`src/rtl/vec_mem_seq.sv`:
```
// Vector memory sequencer: walks a strided load or store over DRAM one element per
// cycle; load data returns RD_LAT cycles later and is written to the register file.
module vec_mem_seq #(
  parameter int VLEN   = 16,
  parameter int RD_LAT = 1
) (
  input  logic                    Clk1,
  input  logic                    Reset,
  input  logic                    Start,
  input  logic                    Op,
  input  logic [15:0]             BaseAddr,
  input  logic [15:0]             Stride,
  input  logic [4:0]              Count,
  input  logic [15:0]             ElemIn,
  output logic [$clog2(VLEN)-1:0] ElemIdx,
  output logic [15:0]             ElemOut,
  output logic                    ElemWE,
  output logic                    Busy,
  output logic                    Done,
  output logic [15:0]             Addr,
  output logic                    RD,
  output logic                    WR,
  output logic [15:0]             DataOut,
  input  logic [15:0]             DataIn
);
  // state | meaning
  // IDLE  | waiting for Start
  // ISSUE | one DRAM access per cycle
  // DRAIN | load fully issued, waiting for the last read to return
  localparam int IDX_W = $clog2(VLEN);
  localparam int TAIL  = RD_LAT - 1;

  typedef enum logic [1:0] {IDLE, ISSUE, DRAIN} state_t;

  state_t                        state_q, state_d;
  logic                          op_q, op_d;
  logic [15:0]                   stride_q, stride_d;
  logic [15:0]                   addr_q, addr_d;
  logic [15:0]                   dout_q, dout_d;
  logic [IDX_W-1:0]              last_q, last_d;
  logic [IDX_W-1:0]              iss_idx_q, iss_idx_d;
  logic                          done_q, done_d;
  logic [RD_LAT-1:0]             vld_q, vld_d;
  logic [RD_LAT-1:0][IDX_W-1:0]  pidx_q, pidx_d;
  logic [4:0]                    cnt_clamp;

  assign cnt_clamp = (Count > 5'(VLEN)) ? 5'(VLEN) : Count;

  assign RD      = (state_q == ISSUE) && !op_q;
  assign WR      = (state_q == ISSUE) && op_q;
  assign Addr    = addr_q;
  assign DataOut = WR ? ElemIn : dout_q;
  assign ElemWE  = vld_q[TAIL];
  assign ElemOut = DataIn;
  assign ElemIdx = WR ? iss_idx_q : pidx_q[TAIL];
  assign Busy    = (state_q != IDLE);
  assign Done    = done_q;

  always_comb begin
    state_d   = state_q;
    op_d      = op_q;
    stride_d  = stride_q;
    addr_d    = addr_q;
    last_d    = last_q;
    iss_idx_d = iss_idx_q;
    done_d    = 1'b0;
    dout_d    = WR ? ElemIn : dout_q;

    // Read-return tracker: one stage per cycle of DRAM read latency.
    vld_d     = vld_q;
    pidx_d    = pidx_q;
    vld_d[0]  = RD;
    pidx_d[0] = iss_idx_q;
    for (int k = 1; k < RD_LAT; k++) begin
      vld_d[k]  = vld_q[k-1];
      pidx_d[k] = pidx_q[k-1];
    end

    case (state_q)
      IDLE: begin
        if (Start) begin
          if (cnt_clamp == 5'd0) begin
            done_d = 1'b1;
          end else begin
            state_d   = ISSUE;
            op_d      = Op;
            stride_d  = Stride;
            addr_d    = BaseAddr;
            last_d    = IDX_W'(cnt_clamp - 5'd1);
            iss_idx_d = '0;
          end
        end
      end
      ISSUE: begin
        // Address advances only when another element follows, so Addr holds after the last.
        if (iss_idx_q == last_q) begin
          state_d = op_q ? IDLE : DRAIN;
          done_d  = op_q;
        end else begin
          iss_idx_d = iss_idx_q + IDX_W'(1);
          addr_d    = addr_q + stride_q;
        end
      end
      DRAIN: begin
        if (vld_q[TAIL] && (pidx_q[TAIL] == last_q)) begin
          state_d = IDLE;
          done_d  = 1'b1;
        end
      end
      default: state_d = IDLE;
    endcase
  end

  always_ff @(posedge Clk1) begin
    if (Reset) begin
      state_q   <= IDLE;
      op_q      <= 1'b0;
      stride_q  <= '0;
      addr_q    <= '0;
      dout_q    <= '0;
      last_q    <= '0;
      iss_idx_q <= '0;
      done_q    <= 1'b0;
      vld_q     <= '0;
      pidx_q    <= '0;
    end else begin
      state_q   <= state_d;
      op_q      <= op_d;
      stride_q  <= stride_d;
      addr_q    <= addr_d;
      dout_q    <= dout_d;
      last_q    <= last_d;
      iss_idx_q <= iss_idx_d;
      done_q    <= done_d;
      vld_q     <= vld_d;
      pidx_q    <= pidx_d;
    end
  end

endmodule

```
`config.mk`:
```
export PLATFORM = sky130hd
export DESIGN_NAME = vec_mem_seq
export DESIGN_NICKNAME = d
export VERILOG_FILES = /design/src/rtl/vec_mem_seq.sv
export SDC_FILE = /design/constraint.sdc
export NUM_CORES = 1
export LEC_CHECK = 0
export CAP_MARGIN = 40
export CELL_PAD_IN_SITES_DETAIL_PLACEMENT = 0
export CELL_PAD_IN_SITES_GLOBAL_PLACEMENT = 2
export CORE_MARGIN = 2
export CORE_UTILIZATION = 39
export DETAILED_ROUTE_END_ITERATION = 10
export DONT_BUFFER_PORTS = 1
export MAX_ROUTING_LAYER = met4
export PLACE_DENSITY_LB_ADDON = 0.1
export SLEW_MARGIN = 20
export SYNTH_ARGS = -nofsm -noshare
export SYNTH_HDL_FRONTEND = slang
export SYNTH_SLANG_ARGS = --single-unit
```
`constraint.sdc`:
```
create_clock -name Clk1 -period 4.05 [get_ports Clk1]
set_input_delay 0.81 -clock Clk1 [delete_from_list [all_inputs] [get_ports Clk1]]
set_output_delay 0.81 -clock Clk1 [all_outputs]
set_load 0.03 [all_outputs]
```
**Yosys cells after proc, flatten, opt, wreduce, memory -nomap -nowiden**

Cells that the tools add are included.

- Add/subtract/negate cells: 3
- $lt $le $gt $ge: 1
- Equality and inequality tests: 9
- Mux-type cells: 22
- Bitwise gates (word level): 1
- Reductions and logical operators: 11

Operators by type and width:

| operator | count |
|---|---|
| $mux 16 | 4 |
| $pmux 16 s2 | 1 |
| $add 16x16->16 | 1 |
| $mux 4 | 4 |
| $mux 2 | 5 |
| $eq 4x4->1 | 2 |
| $ne 2x2->1 const B | 4 |
| $pmux 4 s2 | 1 |
| $reduce_and 4->1 | 2 |
| $pmux 2 s3 | 1 |
| $gt 5x5->1 const B | 1 |
| $logic_not 5->1 | 1 |
| $mux 5 | 1 |
| $add 4x1->4 const B | 1 |
| $mux 1 | 4 |
| $reduce_bool 2->1 | 2 |
| $sub 4x1->4 const B | 1 |
| $logic_and 1x1->1 | 3 |
| $pmux 1 s3 | 1 |
| $reduce_and 3->1 | 1 |
| $eq 2x1->1 const B | 1 |
| $eq 2x2->1 const B | 1 |
| $logic_not 2->1 | 1 |
| $ne 2x1->1 const B | 1 |
| 2 further kinds | 2 |

- Flip-flop bits (word level): 65
- Input port bits: 73
- Output and inout port bits: 57
- Logic and storage cells: 57

**Depth between registers and ports, before layout**

- Word-level depth: 6
- Gate-level depth with buffers: 10
- Gate-level depth less buffers: 8

**Worst setup path before layout**

OpenSTA, ideal clock, no wires.

- Kind: flip-flop to output port
- Start point: reg state_q[0]
- End point: out DataOut[10]
- Data arrival time: 1.577 ns
- Required time: 3.240 ns
- Setup slack: 1.663 ns
- Stages on the path, launching flop included: 6
- Buffers on the path: 1
- Path through: dfxtp_1 and2b_4 nand2_2 inv_2 buf_4 mux2_2

- Longest elaborated chain between the ends: 3

Ends and longest elaborated chain:

| what | line | text |
|---|---|---|
| from (decl) | 35 | `state_t state_q, state_d;` |
| from (signal assigned) | 127 | `state_q <= state_d;` |
| $eq 2x1->1 | 50 | `assign WR = (state_q == ISSUE) && op_q;` |
| $logic_and 1x1->1 | 50 |  |
| net WR | 22 | `output logic WR,` |
| $mux 16 | n/a |  |
| to (decl) | 23 | `output logic [15:0] DataOut,` |

The timed path passes the listed nets, and every way through them passes these cells.

**Worst setup path after layout**

- Start point: reg state_q[0]
- End point: out DataOut[1]

The elaborated chain is that of the path after synthesis.

==> results_dict.tcl <==
set metrics [dict create \
    synth.net_count 492 \
    portBuffers 0 \
    synth_area_leaders "dfxtp_1 36%, ha_1 6.3%, mux2_2 6.3%, nand2_1 6.1%, a21oi_1 4.7%" \
    r2r-end "Addr[12]$_SDFFE_PP0P_" \
    fillers 943 \
    vias_per_cell 5.46 \
    antenna_found_initial 0 \
    drcViolationCount 0 \
    fin_skew_ps 8.03 \
    initial_utilization 0.395 \
    grt_pass1_wl_mm 13.5 \
    crit_end "DataOut[1]" \
    die_w_um 100 \
    critPathLaunch "state_q[0]$_SDFFE_PP0P_" \
    worstSetupPathDepth 4 \
    seq_area_frac_synth 0.362 \
    path_cells "and2b_4, nand2_2, inv_2, mux2_2" \
    drt-total-wl_mm 8.49 \
    fmax_mhz 331 \
    dpl.hpwl_mm 6.04 \
    die-area_mm2 0.0100 \
    worst_pin_slew_ps 794 \
    synth_edf_count 0 \
    gp_congestion 0.772 \
    drive_gt1_frac 0.134 \
    start_kind "flip-flop" \
    reg2reg_slack_ps 1430 \
    crit_buf_inv 1 \
    ant_nets 0 \
    hp-class "reg2reg" \
    cts_sinks 65 \
    regArea_mm2 0.00130 \
    area_delta_synth_final_pct 3.38 \
    slowest_delay_ps 490 \
    vias 2687 \
    antenna_cells 0 \
    grt.overflow.total 0 \
    arrival_ps 2210 \
    crit_slowest_cell "dfxtp_1" \
    finalCritPeriodShare 0.747 \
    tns_ps 0 \
    end_kind "output port" \
    cp_top_family "simple AND/OR/NAND/NOR gates" \
    cts.htree.levels 3 \
    synth_ff_type "dfxtp_1" \
    synthDistinctLibCells 55 \
    slew_viol_final 0 \
    cap_violations 0 \
    tritoncts "built" \
    hold_viol 0 \
    crit_fanout 18 \
    rows 35 \
    min_period_ps 3020 \
    p_leak_uw 0.00158 \
    drtPass1Iterations 4 \
    power.density_mw_per_mm2 459 \
    synth_common_cells "65 x dfxtp_1, 58 x nand2_1, 34 x a21oi_1" \
    synth_top_area_share 0.362 \
    synth_cells 400 \
    setup_viol 0 \
    r2r-start "Addr[0]$_SDFFE_PP0P_" \
    post_dp_cell_area_mm2 0.00353 \
    multi_input_area_mm2 0.00206 \
    drt_iter0_drc 61 \
    worstRegToRegCells 8 \
    ys_ff_latch 65 \
    max_slew_margin 0.470 \
    status "complete, no violations" \
    cts.repair.resized 0 \
    syn_area_per_cell_um2 8.99 \
    clock_latency_ps 330 \
    final_nets 470 \
    numCtsBuffers 9 \
    cts_setup_buffers 0 \
    rsz0062_at_grt "false" \
    cts_hold_buf 0 \
    track_usage 0.179 \
    whs_ps 454 \
    ir_drop_mv 0.182 \
    synth_warnings 0 \
    grt_max_degree 48 \
    async_flop_share 0 \
    first_global_vias 2651 \
    syn_area_mm2 0.00360 \
    critPathKind "reg2out" \
    post-synth-top-count-cell "dfxtp_1" \
    final_area_mm2 0.00372 \
    core_mm2 0.00911 \
    wl_per_cell_um 17.3 \
    crit_required_ps 3240 \
    die_y_um 100 \
    cts.path.max_buffers 2 \
    root_buffer "clkbuf_8" \
    pin_count 130 \
    synth_top_area_cell "dfxtp_1" \
    cts.reportedPaths.clkPinSlew_ps 70 \
]
## stage by stage
stage,worst slack (ps),total power (µW),util,cells
5_1_grt,894,1820,0.408,492
3_3_place_gp,1250,1190,0.388,478
4_1_cts,995,1740,0.408,492
3_5_place_dp,1190,1200,0.388,478
2_1_floorplan,1660,1150,-,400
6_report,1030,1710,0.408,492
## layer usage
layer | GRT usage | share of wire | up-vias
met5 | - | 0 | -
met4 | 0.0622 | 0.015 | 0
met3 | 0.0543 | 0.079 | 19
met2 | 0.278 | 0.45 | 94
met1 | 0.222 | 0.45 | 1226
li1 | - | - | 1348
## state kept, by name (all words and copies together) (netlist names)
register   count
Addr          16
Done           1
ElemWE         1
dout_q        16
iss_idx_q      4
last_q         4
op_q           1
pidx_q         4
state_q        2
stride_q      16
## power by group
group	switching [µW]	internal, µW	leakage (µW)
clock	241	291	0.0000978
sequential	107	692	0.000531
combinational	234	143	0.000949
## cell usage in the layout (no fill, tap or decap), drive strengths merged, types with 4 or more instances in the layout
cell type	n
a211oi	4
a21o	8
a21oi	34
a221oi	7
a311oi	5
a31oi	5
and2	17
clkbuf	10
dfxtp	65
ha	18
inv	6
mux2	20
mux2i	6
nand2	60
nand3	4
nor2	22
nor2b	5
nor3	8
o211ai	5
o21ai	9
xnor2	10
xor2	17
## logic make-up (layout without fill, tap and decap cells)
logic type,after synthesis,in the layout,synth area share
xor+xnor,27,27,0.0658
buf+inv,41,22,0.0678
fa+ha+maj,19,19,0.0682
simple gates,132,132,0.186
mux,26,26,0.0793
flops,65,65,0.362
compound gates,90,90,0.171
## final cells by class
class | count | area share
Sequential cell | 65 | 0.350
Timing Repair Buffer | 2 | 0.00404
Clock buffer | 10 | 0.0370
Inverter | 6 | 0.00606
Multi-Input combinational cell | 294 | 0.553
Tap cell | 111 | 0.0374
Clock inverter | 4 | 0.0121
## worst register-to-register path: cells and delay by family (launching register included)
| family | cells | cell delay, ps |
|---|---|---|
| AOI/OAI and AO/OA | 5 | 1310 |
| xor gates and xnor gates | 1 | 110 |
| adders and majority gates | 2 | 690 |
| DFF | 1 | 430 |
## worst min-delay path by stage
stage,end,cells past startpoint,startpoint
2_1_floorplan,stride_q[0]$_SDFFE_PP0P_,2,stride_q[0]$_SDFFE_PP0P_
3_3_place_gp,stride_q[5]$_SDFFE_PP0P_,2,stride_q[5]$_SDFFE_PP0P_
3_5_place_dp,stride_q[8]$_SDFFE_PP0P_,2,stride_q[8]$_SDFFE_PP0P_
4_1_cts,stride_q[8]$_SDFFE_PP0P_,2,stride_q[8]$_SDFFE_PP0P_
5_1_grt,stride_q[5]$_SDFFE_PP0P_,2,stride_q[5]$_SDFFE_PP0P_
6_report,stride_q[8]$_SDFFE_PP0P_,2,stride_q[8]$_SDFFE_PP0P_
Note: power is estimated with default switching activity, not from simulation.
